`config.mk`:
```
export PLATFORM = sky130hd
export DESIGN_NAME = imem_fetch
export DESIGN_NICKNAME = d
export VERILOG_FILES = /design/src/rtl/imem_fetch.sv
export SDC_FILE = /design/constraint.sdc
export NUM_CORES = 2
export LEC_CHECK = 0
export CORE_MARGIN = 2
export CORE_UTILIZATION = 40
export CTS_CLUSTER_DIAMETER = 50
export DETAILED_ROUTE_END_ITERATION = 8
export PLACE_DENSITY = 0.52
export SYNTH_ARGS = -nofsm -noshare
export SYNTH_HDL_FRONTEND = slang
export SYNTH_SLANG_ARGS = --single-unit
```
`constraint.sdc`:
```
create_clock -name Clk -period 4.1 [get_ports Clk]
set_input_delay 0.82 -clock Clk [delete_from_list [all_inputs] [get_ports Clk]]
set_output_delay 0.82 -clock Clk [all_outputs]
set_load 0.005 [all_outputs]
```
`src/rtl/imem_fetch.sv`:
```
// ============================================================================
// Module : imem_fetch
// Brief  : Loadable instruction memory with a valid/ready fetch port and a
//          registered output. Optional parity is enabled by IMEM_PARITY_EN.
// Rev    : 1.0  initial release
// ============================================================================
`default_nettype none

module imem_fetch #(
    parameter int                DATA_W    = 32,
    parameter int                DEPTH     = 64,
    parameter int                PC_W      = 32,
    parameter bit                BYTE_ADDR = 1'b1,
    parameter logic [DATA_W-1:0] NOP_WORD  = '0,
    localparam int               IDX_W     = $clog2(DEPTH)
) (
    input  logic              Clk,
    input  logic              Reset,
    input  logic              ld_en,
    input  logic [IDX_W-1:0]  ld_addr,
    input  logic [DATA_W-1:0] ld_data,
    input  logic              ld_last,
    input  logic              reload,
    output logic              loading,
    input  logic              req_valid,
    output logic              req_ready,
    input  logic [PC_W-1:0]   PC,
    input  logic              flush,
    output logic              resp_valid,
    input  logic              resp_ready,
    output logic [DATA_W-1:0] IM,
    output logic              resp_err,
    output logic              par_err
);

    typedef enum logic [0:0] {
        S_LOAD = 1'b0,
        S_RUN  = 1'b1
    } state_t;

`ifdef IMEM_PARITY_EN
    localparam int c_MEM_W = DATA_W + 1;
`else
    localparam int c_MEM_W = DATA_W;
`endif

    state_t            r_state;
    logic              r_resp_valid;
    logic [DATA_W-1:0] r_im;
    logic              r_resp_err;
    logic              r_par_err;

    logic [c_MEM_W-1:0] r_mem [DEPTH];

    logic [PC_W-1:0]    w_word;
    logic [IDX_W-1:0]   w_idx;
    logic               w_misalign;
    logic               w_oor;
    logic               w_accept;
    logic               w_wr;
    logic [c_MEM_W-1:0] w_wr_word;
    logic [c_MEM_W-1:0] w_rd_word;
    logic               w_par_bad;

    // Word index is the low field of the (optionally shifted) PC; any
    // remaining high bit means the fetch falls outside the array.
    assign w_word     = BYTE_ADDR ? (PC >> 2) : PC;
    assign w_idx      = w_word[IDX_W-1:0];
    assign w_oor      = |(w_word >> IDX_W);
    assign w_misalign = BYTE_ADDR && (PC[1:0] != 2'b00);

    assign req_ready  = (r_state == S_RUN) && !reload &&
                        (!r_resp_valid || resp_ready || flush);
    assign w_accept   = req_valid && req_ready;
    assign w_wr       = (r_state == S_LOAD) && ld_en;
    assign w_rd_word  = r_mem[w_idx];

`ifdef IMEM_PARITY_EN
    assign w_wr_word  = {^ld_data, ld_data};
    assign w_par_bad  = ^w_rd_word;
`else
    assign w_wr_word  = ld_data;
    assign w_par_bad  = 1'b0;
`endif

    always_ff @(posedge Clk) begin
        if (w_wr) begin
            r_mem[ld_addr] <= w_wr_word;
        end
    end

    always_ff @(posedge Clk or negedge Reset) begin
        if (!Reset) begin
            r_state      <= S_LOAD;
            r_resp_valid <= 1'b0;
            r_im         <= NOP_WORD;
            r_resp_err   <= 1'b0;
            r_par_err    <= 1'b0;
        end else begin
            case (r_state)
                S_LOAD: begin
                    if (ld_en && ld_last) begin
                        r_state <= S_RUN;
                    end
                end
                S_RUN: begin
                    if (reload) begin
                        r_state      <= S_LOAD;
                        r_resp_valid <= 1'b0;
                    end else if (w_accept) begin
                        r_resp_valid <= 1'b1;
                        if (w_misalign || w_oor) begin
                            r_im       <= NOP_WORD;
                            r_resp_err <= 1'b1;
                        end else begin
                            r_im       <= w_rd_word[DATA_W-1:0];
                            r_resp_err <= w_par_bad;
                            if (w_par_bad) begin
                                r_par_err <= 1'b1;
                            end
                        end
                    end else if (flush || (r_resp_valid && resp_ready)) begin
                        r_resp_valid <= 1'b0;
                    end
                end
                default: r_state <= S_LOAD;
            endcase
        end
    end

    assign loading    = (r_state == S_LOAD);
    assign resp_valid = r_resp_valid;
    assign IM         = r_im;
    assign resp_err   = r_resp_err;
    assign par_err    = r_par_err;

endmodule

`default_nettype wire

```
* Word-level counts from Yosys, hierarchy flattened
Memory sizes are Yosys's and may differ from the RTL's.
Index checks and enable logic that the tools add are counted.
Widths: inputs -> output; s select.
** Cells by class
- $add $sub $neg :: 0
- Multiply operators :: 0
- Divide/modulo/power cells :: 0
- Order comparisons :: 0
- Eq/ne operators :: 0
- Shifts and indexed selects :: 0
- Multiplexer cells :: 10
- Bitwise logic cells :: 2
- Reduce and logical (&&, ||, !) cells :: 17
** Operators with widths (count)
- $mux 32 :: 1
- $reduce_or 24->1 :: 1
- $mux 1 :: 8
- $logic_and 1x1->1 :: 6
- $logic_or 1x1->1 :: 4
- $reduce_and 3->1 :: 1
- $reduce_bool 3->1 :: 1
- $logic_not 1->1 :: 2
- $not 1->1 :: 2
- $pmux 1 s2 :: 1
- $reduce_and 2->1 :: 1
- $reduce_bool 2->1 :: 1
** Word-level totals
- Register bits after elaboration :: 35
- Latch bits :: 0
- Memory bits (writable) :: 2048
- Bits in read-only memories :: 0
- Input port bits :: 78
- Output and inout port bits :: 37
- Memories :: 1
** Memories
- r_mem :: words 64, width 32, rd ports 1, clocked after Yosys merged registers in 0, wr ports 1, RTL line 53 : logic [c_MEM_W-1:0] r_mem [DEPTH];

* Logic depth before layout (Yosys ltp)
- Depth after elaboration :: 7
- Depth in mapped cells :: 9
- Depth with buffers taken out :: 5

* Worst setup path before layout
OpenSTA, ideal clock, no wires.
- Path kind :: input to register
- Start :: in ld_addr[5]
- End :: mem r_mem[39][0] (netlist name) (enable)
- Setup time :: 0.421 ns
- Data arrival time :: 3.019 ns
- Required time :: 3.679 ns
- Setup slack :: 0.660 ns
- Stages :: 4
- Buffers on the path :: 2
- Cells stage by stage :: clkbuf_1 > or3b_2 > clkbuf_1 > nor2_1
** RTL lines
- start, declared :: RTL line 20 : input logic [IDX_W-1:0] ld_addr,
- end, declared :: RTL line 53
No word-level cell before the write port.

* Final worst setup path
- Start :: in PC[4]
- End :: reg r_im[27], in the netlist IM[27]
** On the way
- Longest elaborated chain between the ends :: 2
** Ends and longest elaborated chain
- start, declared :: RTL line 27 : input logic [PC_W-1:0] PC,
- $mem_v2 64x32
- $mux 32 :: RTL line 112 : if (w_misalign || w_oor) begin
- end signal, assigned :: RTL line 116 : r_im <= w_rd_word[DATA_W-1:0];
- end, declared :: RTL line 49 : logic [DATA_W-1:0] r_im;
Every way passes these cells.
A chain may end at the register's enable or synchronous reset.

==> summary.md <==
| Metric | Value |
|---|---|
| Crit start category | `input port` |
| Clock slew at reported path FFs | `about 0.06 ns` |
| Post-CTS setup buffer count | `0` |
| WL final | `227000 um` |
| Total core area | `between 150000 and 200000 um2` |
| Worst IR Drop VDD | `roughly 0.00036 V` |
| Flops & latches, synth | `roughly 2100` |
| Logic pwr share | `under 10%` |
| CTS Sinks | `about 2100` |
| Wire per inst | `around 32 um` |
| Clock skew | `0.03237 ns` |
| Crit-path max FO | `47` |
| Total number of vias | `just over 40000` |
| Mux cell area share after synthesis | `14.39%` |
| Hold Crit Class | `input port to register` |
| Final nets | `roughly 4400` |
| Clock Power Share | `a little over two fifths` |
| LEAKAGE | `~0.030 uW` |
| Actual slew at the worst max-slew pin | `about 1.3 ns` |
| Die X | `451.0 um` |
| TritonRoute pass-1 iters | `5` |
| Largest net degree at the start of global routing | `67` |
| Min Tclk post-route | `3.292 ns` |
| First-pass GRT wire length | `roughly 320000 um` |
| Int Power | `~36000 uW` |
| Highest clock rate | `~300 MHz` |
| Register share of total power | `51.7%` |
| Pwr/cell area | `483.5 nW/um2` |
| Setup WS pre-CTS | `approximately 0.037 ns` |
| Max_slew headroom | `under 10%` |
| Xor/xnor share of the synthesized area | `0%` |
| Register area share after synthesis | `78.05%` |
| Vias per inst | `around 5.7` |
| Design area | `approximately 94000 um2` |
| Die Area | `203400 um2` |
| Fill count | `about 17000` |
| Most common cell on crit path | `buf_12` |
| Psw | `roughly 10000 uW` |
| CTS tree | `built` |
| Placement Rows | `between 150 and 200` |
| Clock root cell | `clkbuf_16` |
| Critical path's top delay family | `compound AO/OA/AOI/OAI gates` |
| Final worst slack | `0.8085 ns` |
| Post-synth EDFFs | `between 2000 and 2500` |
| Post-Synth Adder-Cell Area | `0%` |
| Initial antenna violation count | `11` |
| Crit-path max cell delay | `between 1 and 1.5 ns` |
| Crit path buffers/inverters | `3` |
| Avg Cell Area, Syn | `between 20 and 25 um2` |
| Syn Nets | `between 3000 and 4000` |
| CTS Buffer Depth | `3` |
| Main area contributors after synthesis | `edfxtp_1 (77%), mux4_2 (8.3%), mux2i_1 (4.3%), mux2_2 (1.8%), dfrtp_1 (1.1%)` |
| Placed Area | `roughly 87000 um2` |
| # hold bufs at CTS | `1` |
| DRC violations left | `0` |
| Pins Over Slew Limit | `0` |
| CP arrival | `between 3 and 4 ns` |
| Simple-Gate Fraction of Synth Area | `between 1.5 and 2%` |
| Prevailing post-synth register cell | `edfxtp_1` |
| R2r setup slk | `around 1.4 ns` |
| Final Cycle Share | `between 80 and 90%` |
| DR iter-0 viols | `between 4000 and 5000` |
| Final ANT Viol Nets | `0` |
| Global-route total usage across every layer | `approximately 22%` |
| Final Core Density | `approximately 47%` |
| Clock Latency Late Sink | `about 0.85 ns` |
| Switching share of power | `a little over a fifth` |
| Cts repair resizes | `0` |
| YS warnings | `0` |
| Endpoints failing setup | `0` |
| Distinct cell type count after synthesis | `47` |
| Htree depth | `4` |
| Vias in the first global route | `40650` |
| Number of port buffers | `113` |
| Highest-count cells in the layout ignoring fill and taps | `edfxtp_1 (2048), mux2i_1 (347), mux4_2 (294)` |
| Max-cap viol count | `0` |
| CP Class | `input port to register` |
| Share of layout cells above drive strength 1 | `25.33%` |
| Area grow syn2layout | `17.55%` |
| Largest family of logic cells by synthesized area | `multiplexers` |
| Height of the chip | `~450 um` |
| Mapped cell area | `about 80000 um2` |
| Synth Area in Compound Gates | `under 10%` |
| Final global-route overflow total | `0` |
| Status | `finished, final reports clean` |
| Syn Inst Count | `3883` |
| DP HPWL | `~140000 um` |
| RSZ-0062 raised after global routing | `false` |
| Critical path's slowest cell | `a2111oi_0` |
| CP required | `~4.8 ns` |
| Fraction of post-synthesis cell area in the top cell type by area | `approximately 77%` |
| Hold Fails Final Rpt | `0` |
| Initial Utilization | `between 40% and 50%` |
| Total CTS buffers | `about 220` |
| Placer congestion estimate | `around 0.78` |
| Element type at the critical path end | `register` |
| Most common cell after layout, fill and taps aside | `edfxtp_1` |
| Crit-path cells | `buf_8, buf_12, buf_12, mux2_2, o221ai_1, a21oi_1, a2111oi_0, o41ai_1` |
| Cell taking the most area after synthesis | `edfxtp_1` |
| Async SR Flop Fraction | `under 10%` |
| Io pins | `about 120` |
synthesized netlist by cell type, types with 19 or more instances:
cell          n
o21ai_0      23
buf_2        91
edfxtp_1   2048
a211o_1      52
o221ai_1     31
dfrtp_1      35
o2111ai_1    41
a22oi_1      31
a2111oi_0    32
o41ai_1      31
nand2_1      93
a21oi_1      94
nor2_1       92
inv_1        33
a221oi_1     31
nor2b_1      38
o22ai_1      84
mux2_2      125
a211oi_1     31
buf_1        19
clkbuf_1    109
mux2i_1     347
mux4_2      294
per-layer routing:
metal	track usage, %	vias to the layer above	share of wire, %
met5	0	-	0
met4	6.088	0	2.6
li1	-	17028	-
met1	31.88	21901	45
met3	3.119	270	5.0
met2	35.41	1199	48
worst paths after layout:
| path | cells past startpoint | to | start |
|---|---|---|---|
| worst max-delay path | 8 | IM[27]$_DFFE_PN0P_ | PC[4] |
| worst min-delay path | 1 | r_mem[9][18]$_DFFE_PP_ | ld_data[18] |
| worst max register to register | 6 | IM[29]$_DFFE_PN0P_ | r_state$_DFF_PN0_ |
| worst min register to register | 2 | IM[2]$_DFFE_PN0P_ | IM[2]$_DFFE_PN0P_ |
| max in group asynchronous | 3 | IM[20]$_DFFE_PN0P_ | Reset |
| min in group asynchronous | 2 | resp_valid$_DFFE_PN0P_ | Reset |
final cells by class:
| cell class | instances | area, um2 | area share [%] |
|---|---|---|---|
| antenna | 1 | 2.502 | 0.002664 |
| clock buffer | 286 | 5867 | 6.245 |
| clock inverter | 127 | 1301 | 1.385 |
| inverter | 34 | 127.6 | 0.1358 |
| multi-input combinational | 1532 | 16860 | 17.95 |
| sequential | 2083 | 62370 | 66.40 |
| tap | 2656 | 3323 | 3.537 |
| timing repair buffer | 403 | 4086 | 4.350 |
power groups by stage:
| stage | Clock, uW | Sequential (uW) | Combinational [uW] |
|---|---|---|---|
| finish | 19700 | 23500 | 2270 |
| global route | 20900 | 23500 | 2390 |
| detailed placement | 0 | 23900 | 2300 |
| global placement | 0 | 23900 | 2280 |
| floorplan | 0 | 23900 | 1050 |
| CTS | 20000 | 23500 | 2300 |
state kept, by name, summed over array words and instances (netlist names):
name,flops
r_mem,2048
IM,32
resp_err,1
r_state,1
resp_valid,1
metrics by stage:
stage	hold WS, ns	instances	TNS [ns]	total power [uW]
after global routing	0.3259	7122	0	46760
final	0.3664	7122	0	45420
after detailed placement	0.4997	6707	0	26220
after CTS	0.3033	7121	0	45830
after global placement	0.4943	6704	-0.4781	26200
after floorplan	0.4673	3883	0	24970
cell families after synthesis:
logic type / after synthesis
compound gates: 496
mux: 766
buf+inv: 268
simple gates: 269
other cells: 1
flops: 2083
No activity file was read; power rests on OpenSTA's default activity.
